[src/rtl/kmeans_iter_sched_if.sv]
// Host control and stage handshake bundle for the k-means iteration scheduler.
// The master modport is the scheduler side; the slave modport is host plus datapath.
interface kmeans_iter_sched_if #(
    parameter int ITER_W = 16
);
    logic              start_i;
    logic              abort_i;
    logic [ITER_W-1:0] max_iters_i;
    logic              ready_o;
    logic              done_o;
    logic              converged_o;
    logic              timeout_o;
    logic              aborted_o;
    logic [ITER_W-1:0] iter_count_o;
    logic [1:0]        active_stage_o;
    logic              dc_start_o;
    logic              fcc_start_o;
    logic              cu_start_o;
    logic              dc_ready_i;
    logic              fcc_ready_i;
    logic              cu_ready_i;
    logic [31:0]       cu_changed_i;

    modport master (
        input  start_i, abort_i, max_iters_i,
        input  dc_ready_i, fcc_ready_i, cu_ready_i, cu_changed_i,
        output ready_o, done_o, converged_o, timeout_o, aborted_o,
        output iter_count_o, active_stage_o,
        output dc_start_o, fcc_start_o, cu_start_o
    );

    modport slave (
        output start_i, abort_i, max_iters_i,
        output dc_ready_i, fcc_ready_i, cu_ready_i, cu_changed_i,
        input  ready_o, done_o, converged_o, timeout_o, aborted_o,
        input  iter_count_o, active_stage_o,
        input  dc_start_o, fcc_start_o, cu_start_o
    );
endinterface

[src/rtl/kmeans_iter_sched.sv]
// Iteration scheduler: runs DC -> FCC -> CU per iteration until the run converges,
// hits the iteration limit, is aborted at a stage boundary, or a stage times out.
module kmeans_iter_sched #(
    parameter int ITER_W         = 16,
    parameter int TIMEOUT_CYCLES = 1000000
) (
    input logic               clk_i,
    input logic               reset_i,
    kmeans_iter_sched_if.master bus
);
    typedef enum logic [2:0] {
        S_IDLE, S_LAUNCH, S_WAIT_ACK, S_WAIT_DONE, S_EVAL, S_FINISH
    } state_e;

    typedef enum logic [1:0] {
        ST_NONE = 2'd0, ST_DC = 2'd1, ST_FCC = 2'd2, ST_CU = 2'd3
    } stage_e;

    localparam logic [31:0] TMO_LAST = 32'(TIMEOUT_CYCLES - 1);
    localparam logic [ITER_W-1:0] ONE = {{(ITER_W-1){1'b0}}, 1'b1};

    state_e            state_q, state_d;
    stage_e            stage_q, stage_d;
    logic [ITER_W-1:0] limit_q, limit_d;
    logic [ITER_W-1:0] iter_q, iter_d;
    logic [31:0]       changed_q, changed_d;
    logic [31:0]       tcnt_q, tcnt_d;
    logic              abort_pend_q, abort_pend_d;
    logic              conv_q, conv_d;
    logic              tmo_q, tmo_d;
    logic              abrt_q, abrt_d;
    logic              sel_ready;
    logic [ITER_W-1:0] iter_inc;

    always_comb begin
        sel_ready = 1'b1;
        unique case (stage_q)
            ST_DC:   sel_ready = bus.dc_ready_i;
            ST_FCC:  sel_ready = bus.fcc_ready_i;
            ST_CU:   sel_ready = bus.cu_ready_i;
            default: sel_ready = 1'b1;
        endcase
    end

    assign iter_inc = iter_q + ONE;

    always_comb begin
        state_d      = state_q;
        stage_d      = stage_q;
        limit_d      = limit_q;
        iter_d       = iter_q;
        changed_d    = changed_q;
        tcnt_d       = tcnt_q;
        conv_d       = conv_q;
        tmo_d        = tmo_q;
        abrt_d       = abrt_q;
        abort_pend_d = abort_pend_q | ((state_q != S_IDLE) & bus.abort_i);

        unique case (state_q)
            S_IDLE: begin
                if (bus.start_i) begin
                    limit_d = (bus.max_iters_i == '0) ? ONE : bus.max_iters_i;
                    iter_d  = '0;
                    conv_d  = 1'b0;
                    tmo_d   = 1'b0;
                    abrt_d  = 1'b0;
                    stage_d = ST_DC;
                    state_d = S_LAUNCH;
                end
            end
            S_LAUNCH: begin
                tcnt_d  = '0;
                state_d = S_WAIT_ACK;
            end
            S_WAIT_ACK: begin
                tcnt_d = tcnt_q + 32'd1;
                if (tcnt_q == TMO_LAST) begin
                    tmo_d   = 1'b1;
                    state_d = S_FINISH;
                end else if (!sel_ready) begin
                    state_d = S_WAIT_DONE;
                end
            end
            S_WAIT_DONE: begin
                tcnt_d = tcnt_q + 32'd1;
                // A timeout wins over a completion seen in the same cycle.
                if (tcnt_q == TMO_LAST) begin
                    tmo_d   = 1'b1;
                    state_d = S_FINISH;
                end else if (sel_ready) begin
                    unique case (stage_q)
                        ST_CU: begin
                            changed_d = bus.cu_changed_i;
                            state_d   = S_EVAL;
                        end
                        ST_DC, ST_FCC: begin
                            if (abort_pend_q) begin
                                abrt_d  = 1'b1;
                                state_d = S_FINISH;
                            end else begin
                                stage_d = (stage_q == ST_DC) ? ST_FCC : ST_CU;
                                state_d = S_LAUNCH;
                            end
                        end
                        default: state_d = S_FINISH;
                    endcase
                end
            end
            S_EVAL: begin
                iter_d = iter_inc;
                if (changed_q == 32'd0) begin
                    conv_d  = 1'b1;
                    state_d = S_FINISH;
                end else if (abort_pend_q) begin
                    abrt_d  = 1'b1;
                    state_d = S_FINISH;
                end else if (iter_inc >= limit_q) begin
                    state_d = S_FINISH;
                end else begin
                    stage_d = ST_DC;
                    state_d = S_LAUNCH;
                end
            end
            S_FINISH: begin
                stage_d      = ST_NONE;
                abort_pend_d = 1'b0;
                state_d      = S_IDLE;
            end
            default: state_d = S_IDLE;
        endcase
    end

    always_ff @(posedge clk_i or posedge reset_i) begin
        if (reset_i) begin
            state_q      <= S_IDLE;
            stage_q      <= ST_NONE;
            limit_q      <= ONE;
            iter_q       <= '0;
            changed_q    <= '0;
            tcnt_q       <= '0;
            abort_pend_q <= 1'b0;
            conv_q       <= 1'b0;
            tmo_q        <= 1'b0;
            abrt_q       <= 1'b0;
        end else begin
            state_q      <= state_d;
            stage_q      <= stage_d;
            limit_q      <= limit_d;
            iter_q       <= iter_d;
            changed_q    <= changed_d;
            tcnt_q       <= tcnt_d;
            abort_pend_q <= abort_pend_d;
            conv_q       <= conv_d;
            tmo_q        <= tmo_d;
            abrt_q       <= abrt_d;
        end
    end

    logic in_stage;
    assign in_stage = (state_q == S_LAUNCH) || (state_q == S_WAIT_ACK) ||
                      (state_q == S_WAIT_DONE);

    assign bus.ready_o        = (state_q == S_IDLE);
    assign bus.done_o         = (state_q == S_FINISH);
    assign bus.converged_o    = conv_q;
    assign bus.timeout_o      = tmo_q;
    assign bus.aborted_o      = abrt_q;
    assign bus.iter_count_o   = iter_q;
    assign bus.active_stage_o = in_stage ? stage_q : ST_NONE;
    assign bus.dc_start_o     = (state_q == S_LAUNCH) && (stage_q == ST_DC);
    assign bus.fcc_start_o    = (state_q == S_LAUNCH) && (stage_q == ST_FCC);
    assign bus.cu_start_o     = (state_q == S_LAUNCH) && (stage_q == ST_CU);
endmodule

[src/flat_wrapper.sv]
// flat-port wrapper written by rule: the top's interface ports become plain ports
module kmeans_iter_sched_flat 
#(
    parameter int ITER_W         = 16,
    parameter int TIMEOUT_CYCLES = 1000000
)
  (clk_i, reset_i, bus_start_i, bus_abort_i, bus_max_iters_i, bus_dc_ready_i, bus_fcc_ready_i, bus_cu_ready_i, bus_cu_changed_i, bus_ready_o, bus_done_o, bus_converged_o, bus_timeout_o, bus_aborted_o, bus_iter_count_o, bus_active_stage_o, bus_dc_start_o, bus_fcc_start_o, bus_cu_start_o);
  kmeans_iter_sched_if #(.ITER_W(ITER_W)) bus_i ();
  input logic clk_i;
  input logic reset_i;
  input wire logic [$bits(bus_i.start_i)-1:0] bus_start_i;
  input wire logic [$bits(bus_i.abort_i)-1:0] bus_abort_i;
  input wire logic [$bits(bus_i.max_iters_i)-1:0] bus_max_iters_i;
  input wire logic [$bits(bus_i.dc_ready_i)-1:0] bus_dc_ready_i;
  input wire logic [$bits(bus_i.fcc_ready_i)-1:0] bus_fcc_ready_i;
  input wire logic [$bits(bus_i.cu_ready_i)-1:0] bus_cu_ready_i;
  input wire logic [$bits(bus_i.cu_changed_i)-1:0] bus_cu_changed_i;
  output wire logic [$bits(bus_i.ready_o)-1:0] bus_ready_o;
  output wire logic [$bits(bus_i.done_o)-1:0] bus_done_o;
  output wire logic [$bits(bus_i.converged_o)-1:0] bus_converged_o;
  output wire logic [$bits(bus_i.timeout_o)-1:0] bus_timeout_o;
  output wire logic [$bits(bus_i.aborted_o)-1:0] bus_aborted_o;
  output wire logic [$bits(bus_i.iter_count_o)-1:0] bus_iter_count_o;
  output wire logic [$bits(bus_i.active_stage_o)-1:0] bus_active_stage_o;
  output wire logic [$bits(bus_i.dc_start_o)-1:0] bus_dc_start_o;
  output wire logic [$bits(bus_i.fcc_start_o)-1:0] bus_fcc_start_o;
  output wire logic [$bits(bus_i.cu_start_o)-1:0] bus_cu_start_o;
  assign bus_i.start_i = bus_start_i;
  assign bus_i.abort_i = bus_abort_i;
  assign bus_i.max_iters_i = bus_max_iters_i;
  assign bus_i.dc_ready_i = bus_dc_ready_i;
  assign bus_i.fcc_ready_i = bus_fcc_ready_i;
  assign bus_i.cu_ready_i = bus_cu_ready_i;
  assign bus_i.cu_changed_i = bus_cu_changed_i;
  assign bus_ready_o = bus_i.ready_o;
  assign bus_done_o = bus_i.done_o;
  assign bus_converged_o = bus_i.converged_o;
  assign bus_timeout_o = bus_i.timeout_o;
  assign bus_aborted_o = bus_i.aborted_o;
  assign bus_iter_count_o = bus_i.iter_count_o;
  assign bus_active_stage_o = bus_i.active_stage_o;
  assign bus_dc_start_o = bus_i.dc_start_o;
  assign bus_fcc_start_o = bus_i.fcc_start_o;
  assign bus_cu_start_o = bus_i.cu_start_o;
  kmeans_iter_sched #(.ITER_W(ITER_W), .TIMEOUT_CYCLES(TIMEOUT_CYCLES)) u_core (.clk_i(clk_i), .reset_i(reset_i), .bus(bus_i));
endmodule
[config.mk]
export PLATFORM = sky130hd
export DESIGN_NAME = kmeans_iter_sched_flat
export DESIGN_NICKNAME = d
export VERILOG_FILES = /design/src/rtl/kmeans_iter_sched_if.sv /design/src/rtl/kmeans_iter_sched.sv /design/src/flat_wrapper.sv
export SDC_FILE = /design/constraint.sdc
export NUM_CORES = 1
export LEC_CHECK = 0
export CORE_UTILIZATION = 45
export DETAILED_ROUTE_END_ITERATION = 10
export PLACE_DENSITY = 0.69
export REMOVE_ABC_BUFFERS = 1
export SKIP_CTS_REPAIR_TIMING = 1
export SLEW_MARGIN = 20
export SYNTH_ARGS = -nofsm -noshare
export SYNTH_HDL_FRONTEND = slang
export SYNTH_SLANG_ARGS = --single-unit
export TNS_END_PERCENT = 100
[constraint.sdc]
create_clock -name clk_i -period 9 [get_ports clk_i]
set_clock_uncertainty 0.05 [all_clocks]
set_input_delay 1.8 -clock clk_i [delete_from_list [all_inputs] [get_ports clk_i]]
set_output_delay 1.8 -clock clk_i [all_outputs]
set_load 0.005 [all_outputs]
==> impl_metrics.json, run 1 <==
{
  "diodes": 0,
  "grt_pass1_vias": 4395,
  "routedWlPerCell_um": 16.0,
  "rsz0062_at_grt": "no",
  "drv_cap": 0,
  "cp-end-kind": "output pin",
  "globalRouteOverflowTotal": 0,
  "fin_tns_setup_ps": 0,
  "dp.cells": 759,
  "max_stage_delay_ps": 570,
  "area_growth_pct": 22.0,
  "clock_sinks": 105,
  "grt_pass1_wl_um": 21200,
  "antenna_found_initial": 0,
  "grtUsageTotal_pct": 21.0,
  "hold_viol": 0,
  "leakagePower_nw": 3.01,
  "syn_inst": 546,
  "critPathRequiredTime_ps": 7150,
  "path_max_fanout": 30,
  "synth_edf_count": 0,
  "dr.pass1.iters": 4,
  "core_area_um2": 12000,
  "postRouteAntennaNets": 0,
  "powerDensity_nw_per_um2": 256,
  "worst_slack_ps": 4900,
  "clock_latency_ps": 350,
  "cts_tree": "done",
  "final_nets": 701,
  "critPathKind": "reg -> out",
  "crit_chain": "inv_1 > nor3_2 > buf_4 > and2_1 > clkdlybuf4s50_1",
  "synth_cell_types": 49,
  "yosys_warnings": 0,
  "fp.dieH_um": 113,
  "max_slew_margin_pct": 39.7,
  "cts_made_buffers": 9,
  "clkTransAtPathRegs_ps": 70,
  "hpwl_um": 9140,
  "min_path_type": "reg -> reg",
  "place.gp.congestion": 0.876,
  "power_mw": 1.73,
  "max_clock_freq_mhz": 244,
  "pre_cts_ws_ps": 5200,
  "avgSynthCellArea_um2": 10.2,
  "fin_area_um2": 6770,
  "post_dp_cell_area_um2": 6480,
  "finalCritPeriodShare_pct": 45.6,
  "ys_async_sr_fraction_pct": 100,
  "ir_drop_mv": 0.167,
  "start_util_pct": 46.2,
  "die_area_um2": 12800,
  "finalNonFillerCells": 775,
  "fin_crit_ps": 4100,
  "setup_viol": 0,
  "ys.flop_type": "dfrtp_1",
  "rows": 40,
  "via_per_inst": 5.50,
  "fp.dieW_um": 113,
  "whs_ps": 429,
  "drc": 0,
  "io_pins": 81,
  "clockBufferDepth": 2,
  "status": "completed",
  "drt_first_iter_violations": 302,
  "seq_area_frac_synth_pct": 47.4,
  "worst_slew_pin_slew_ps": 905,
  "num-fill-cells": 1049,
  "syn_area_um2": 5540,
  "ys_ff_latch": 105,
  "drt_wl_total_um": 12400,
  "cp.arrival_ps": 2250,
  "utilization_pct": 56.3,
  "start_kind": "flop",
  "drive_above_1_share_pct": 10.0,
  "slowest_stage": "dfrtp_1",
  "grt_max_degree": 73,
  "num_vias": 4263,
  "slew_violations": 0,
  "io_buffer_count": 80,
  "htreeDepth": 3,
  "cts-root-buf": "clkbuf_16"
}
## cell usage after synthesis, types with 2 or more instances
library cell / number / share of area [%]
clkbuf_1: 12 / 0.81
a21o_1: 5 / 0.68
a22o_1: 3 / 0.47
o31ai_1: 5 / 0.68
nor2_1: 42 / 2.8
nor4_1: 15 / 1.7
or3_1: 6 / 0.68
buf_6: 3 / 0.61
nand4_1: 13 / 1.5
buf_2: 3 / 0.27
o21ai_0: 40 / 3.6
nand2_1: 58 / 3.9
nor4b_1: 3 / 0.47
or2_2: 2 / 0.23
nand3_1: 30 / 2.7
a21oi_1: 18 / 1.6
a221oi_1: 2 / 0.32
dfrtp_1: 104 / 47
a31oi_1: 6 / 0.68
a211oi_1: 3 / 0.41
nand2b_1: 2 / 0.23
xor2_1: 23 / 3.6
xnor2_1: 16 / 2.5
o22ai_1: 3 / 0.34
and2_1: 6 / 0.68
mux2_4: 30 / 8.1
mux2_2: 3 / 0.61
inv_1: 26 / 1.8
nor3b_1: 2 / 0.27
and3_1: 6 / 0.68
nor3_1: 11 / 0.99
and4_1: 5 / 0.79
ha_1: 23 / 5.2
nor2b_1: 2 / 0.23
## logic make-up (layout without fill, tap and decap cells)
| family | count (synthesis) | after routing | share of synthesized area [%] |
|---|---|---|---|
| XOR/XNOR | 39 | 39 | 6.16 |
| AO/OA/AOI/OAI | 92 | 92 | 9.91 |
| AND/OR/NAND/NOR | 208 | 208 | 18.8 |
| adder cells (fa/ha/maj) | 23 | 23 | 5.19 |
| multiplexers | 34 | 34 | 8.91 |
| buffers and inverters | 45 | 127 | 3.59 |
| flip-flops | 105 | 105 | 47.4 |
## registers in the layout, summed over array words and instances (netlist names)
register                 count
u_core.abort_pend_q          1
u_core.bus.aborted_o         1
u_core.bus.converged_o       1
u_core.bus.iter_count_o     16
u_core.bus.timeout_o         1
u_core.changed_q            32
u_core.limit_q              16
u_core.stage_q               2
u_core.state_q               3
u_core.tcnt_q               32
## worst max-delay path: cells and delay by family, from the launching register on
kind	cells	cell delay, ps
buffers and inverters	3	1020
flip-flops	1	570
AND/OR/NAND/NOR	2	320
## path summary, 6_finish.rpt
kind / startpoint / endpoint / slack [ps] / cells after the start
setup / recovery: u_core.state_q[0] / bus_cu_start_o / 4900 / 5
hold / removal: u_core.bus.converged_o / u_core.bus.converged_o / 430 / 1
setup reg to reg: u_core.bus.iter_count_o[2] / u_core.stage_q[0] / 5180 / 12
hold reg to reg: u_core.bus.converged_o / u_core.bus.converged_o / 430 / 1
max in group asynchronous: reset_i / u_core.bus.iter_count_o[8] / 5890 / 3
min in group asynchronous: reset_i / u_core.changed_q[29] / 1750 / 2
## final cells by class
| type | count | area [um2] | area share (%) |
|---|---|---|---|
| clock inverters | 3 | 22.5 | 0.333 |
| repair buffers | 85 | 838 | 12.4 |
| flip-flops and latches | 105 | 2630 | 38.8 |
| clock buffers | 13 | 260 | 3.85 |
| inverters | 26 | 100 | 1.48 |
| multi-input cells | 396 | 2730 | 40.4 |
| well taps | 147 | 184 | 2.72 |
## power breakdown
| part | switching, mW | internal [mW] | total [mW] |
|---|---|---|---|
| sequential | 0.117 | 0.616 | 0.733 |
| combinational | 0.300 | 0.322 | 0.622 |
| clock | 0.171 | 0.204 | 0.375 |
| total | 0.588 | 1.14 | 1.73 |
## layer usage
metal	vias up	track usage [%]	routed length (um)
met3	14	5.62	596
met4	0	7.37	227
met5	-	0	0
met2	82	34.7	6040
met1	2085	26.8	5560
li1	2082	-	-
## cells in the final DEF, fill, tap and decap left out, types with 2 or more instances in the layout
cell type,Yosys,routed
xor2_1,23,23
ha_1,23,23
nor2b_1,2,2
nor3_1,11,10
nor2_1,42,42
a31oi_1,6,6
or3_1,6,6
a211oi_1,3,3
dfrtp_1,104,104
a221oi_1,2,2
nand4_1,13,13
o21ai_0,40,40
and4_1,5,5
and3_1,6,6
nand3_1,30,30
xnor2_1,16,16
a22o_1,3,3
mux2_2,3,3
inv_1,26,25
buf_4,1,5
nand2b_1,2,2
a21o_1,5,5
o22ai_1,3,3
clkdlybuf4s50_1,0,80
mux2_4,30,30
clkbuf_16,0,9
nor4_1,15,15
and2_1,6,6
or2_2,2,2
clkbuf_1,12,2
a21oi_1,18,18
nor4b_1,3,3
clkbuf_8,0,2
o31ai_1,5,5
nand2_1,58,58
Power figures use the tool's default switching activity.
==> run 2, diff against run 1 <==
==> constraint.sdc (replaced) <==
create_clock -name clk_i -period 4.1 [get_ports clk_i]
set_clock_uncertainty 0.05 [all_clocks]
set_input_delay 0.82 -clock clk_i [delete_from_list [all_inputs] [get_ports clk_i]]
set_output_delay 0.82 -clock clk_i [all_outputs]
set_load 0.005 [all_outputs]
==> run 2 against run 1 <==
Compared with the run above:
- sequential cell count unchanged
- combinational power grew 120%
- sequential share of layout area down 0.16 points
- critical path type is now reg -> reg
- critical endpoint is now u_core.stage_q[0]
- wire length decreased by 1.4%
==> impl_metrics.json, run 2 (synthesized netlist as in run 1, its figures left out) <==
{
  "status": "completed",
  "hpwl_um": 9050,
  "routedWlPerCell_um": 15.8,
  "clock_sinks": 105,
  "grt_max_degree": 67,
  "max_stage_delay_ps": 570,
  "via_per_inst": 5.53,
  "diodes": 0,
  "setup_viol": 0,
  "antenna_found_initial": 0,
  "core_area_um2": 12000,
  "postRouteAntennaNets": 0,
  "powerDensity_nw_per_um2": 566,
  "worst_slew_pin_slew_ps": 802,
  "final_cell_mix": "dfrtp_1 (104), clkdlybuf4s50_1 (80), nand2_1 (58)",
  "slew_violations": 0,
  "clock_latency_ps": 360,
  "cp-end-kind": "flop",
  "grt_pass1_wl_um": 20800,
  "utilization_pct": 56.6,
  "crit_family": "simple AND/OR/NAND/NOR gates",
  "drive_above_1_share_pct": 10.5,
  "path_max_fanout": 8,
  "rows": 40,
  "cts_made_buffers": 9,
  "whs_ps": 433,
  "crit_chain": "ha_1 > nand2_1 > nor2_1 > nand3_1 > xnor2_1 > ha_1 > nand4_1 > or3_1 > a221oi_1 > o41ai_1 > nand4_1 > mux2_2",
  "finalCritPeriodShare_pct": 87.9,
  "globalRouteOverflowTotal": 0,
  "io_pins": 81,
  "start_util_pct": 46.2,
  "fp.dieH_um": 113,
  "place.gp.congestion": 0.852,
  "clkTransAtPathRegs_ps": 80,
  "leakagePower_nw": 3.02,
  "fin_tns_setup_ps": 0,
  "drt_first_iter_violations": 333,
  "num_vias": 4300,
  "finalNonFillerCells": 777,
  "critPathKind": "reg -> reg",
  "fin_crit_ps": 3600,
  "drv_cap": 0,
  "cts_tree": "done",
  "max_clock_freq_mhz": 277,
  "cp.arrival_ps": 3800,
  "ir_drop_mv": 0.324,
  "area_growth_pct": 22.6,
  "max_slew_margin_pct": 46.5,
  "io_buffer_count": 80,
  "slowest_stage": "o41ai_1",
  "power_mw": 3.85,
  "reg.largest.list": "u_core.changed_q (32), u_core.tcnt_q (32)",
  "grt_pass1_vias": 4292,
  "dr.pass1.iters": 6,
  "drc": 0,
  "cts-root-buf": "clkbuf_16",
  "cp.buffers_inverters": 0,
  "layout_commonest_cell": "dfrtp_1",
  "critPathRequiredTime_ps": 4290,
  "drt_wl_total_um": 12200,
  "rsz0062_at_grt": "no",
  "final_nets": 703,
  "grtUsageTotal_pct": 20.8,
  "die_area_um2": 12800,
  "clockBufferDepth": 2,
  "dp.cells": 761,
  "htreeDepth": 3,
  "start_kind": "flop",
  "hold_viol": 0,
  "min_path_type": "reg -> reg",
  "fp.dieW_um": 113
}
run 2: where the power goes:
part	switching, mW	total, mW	internal (mW)
Clock	0.392	0.868	0.476
Sequential	0.260	1.61	1.35
Combinational	0.662	1.37	0.707
run 2: per-stage QoR:
stage          setup WS, ps  instance area, um2
2_1_floorplan           471                5440
3_3_place_gp            599                6500
3_5_place_dp            483                6500
4_1_cts                 455                6800
5_1_grt                 132                6800
6_report                496                6800
run 2: metal layers:
| layer | global-route usage, % | share of wire, % | up-vias |
|---|---|---|---|
| li1 | - | - | 2085 |
| met1 | 26.8 | 45 | 2070 |
| met2 | 33.6 | 48 | 124 |
| met3 | 5.84 | 5.4 | 21 |
| met4 | 7.89 | 2.0 | 0 |
| met5 | 0 | 0 | - |
run 2: layout make-up:
cell class | count | area (um2)
multi-input combinational | 396 | 2730
clock inverter | 6 | 67.6
sequential | 105 | 2630
timing repair buffer | 87 | 853
clock buffer | 10 | 229
fill | 1024 | 5220
tap | 147 | 184
inverter | 26 | 100
run 2: path summary, 6_finish.rpt:
path                                             from                     end  slack [ps]  depth (start not counted)
max                        u_core.bus.iter_count_o[0]       u_core.stage_q[0]         500                         12
min                            u_core.bus.converged_o  u_core.bus.converged_o         430                          1
max reg2reg                u_core.bus.iter_count_o[0]       u_core.stage_q[0]         500                         12
min reg2reg                    u_core.bus.converged_o  u_core.bus.converged_o         430                          1
max in group asynchronous                     reset_i    u_core.changed_q[12]        2260                          3
min in group asynchronous                     reset_i    u_core.changed_q[26]         910                          2
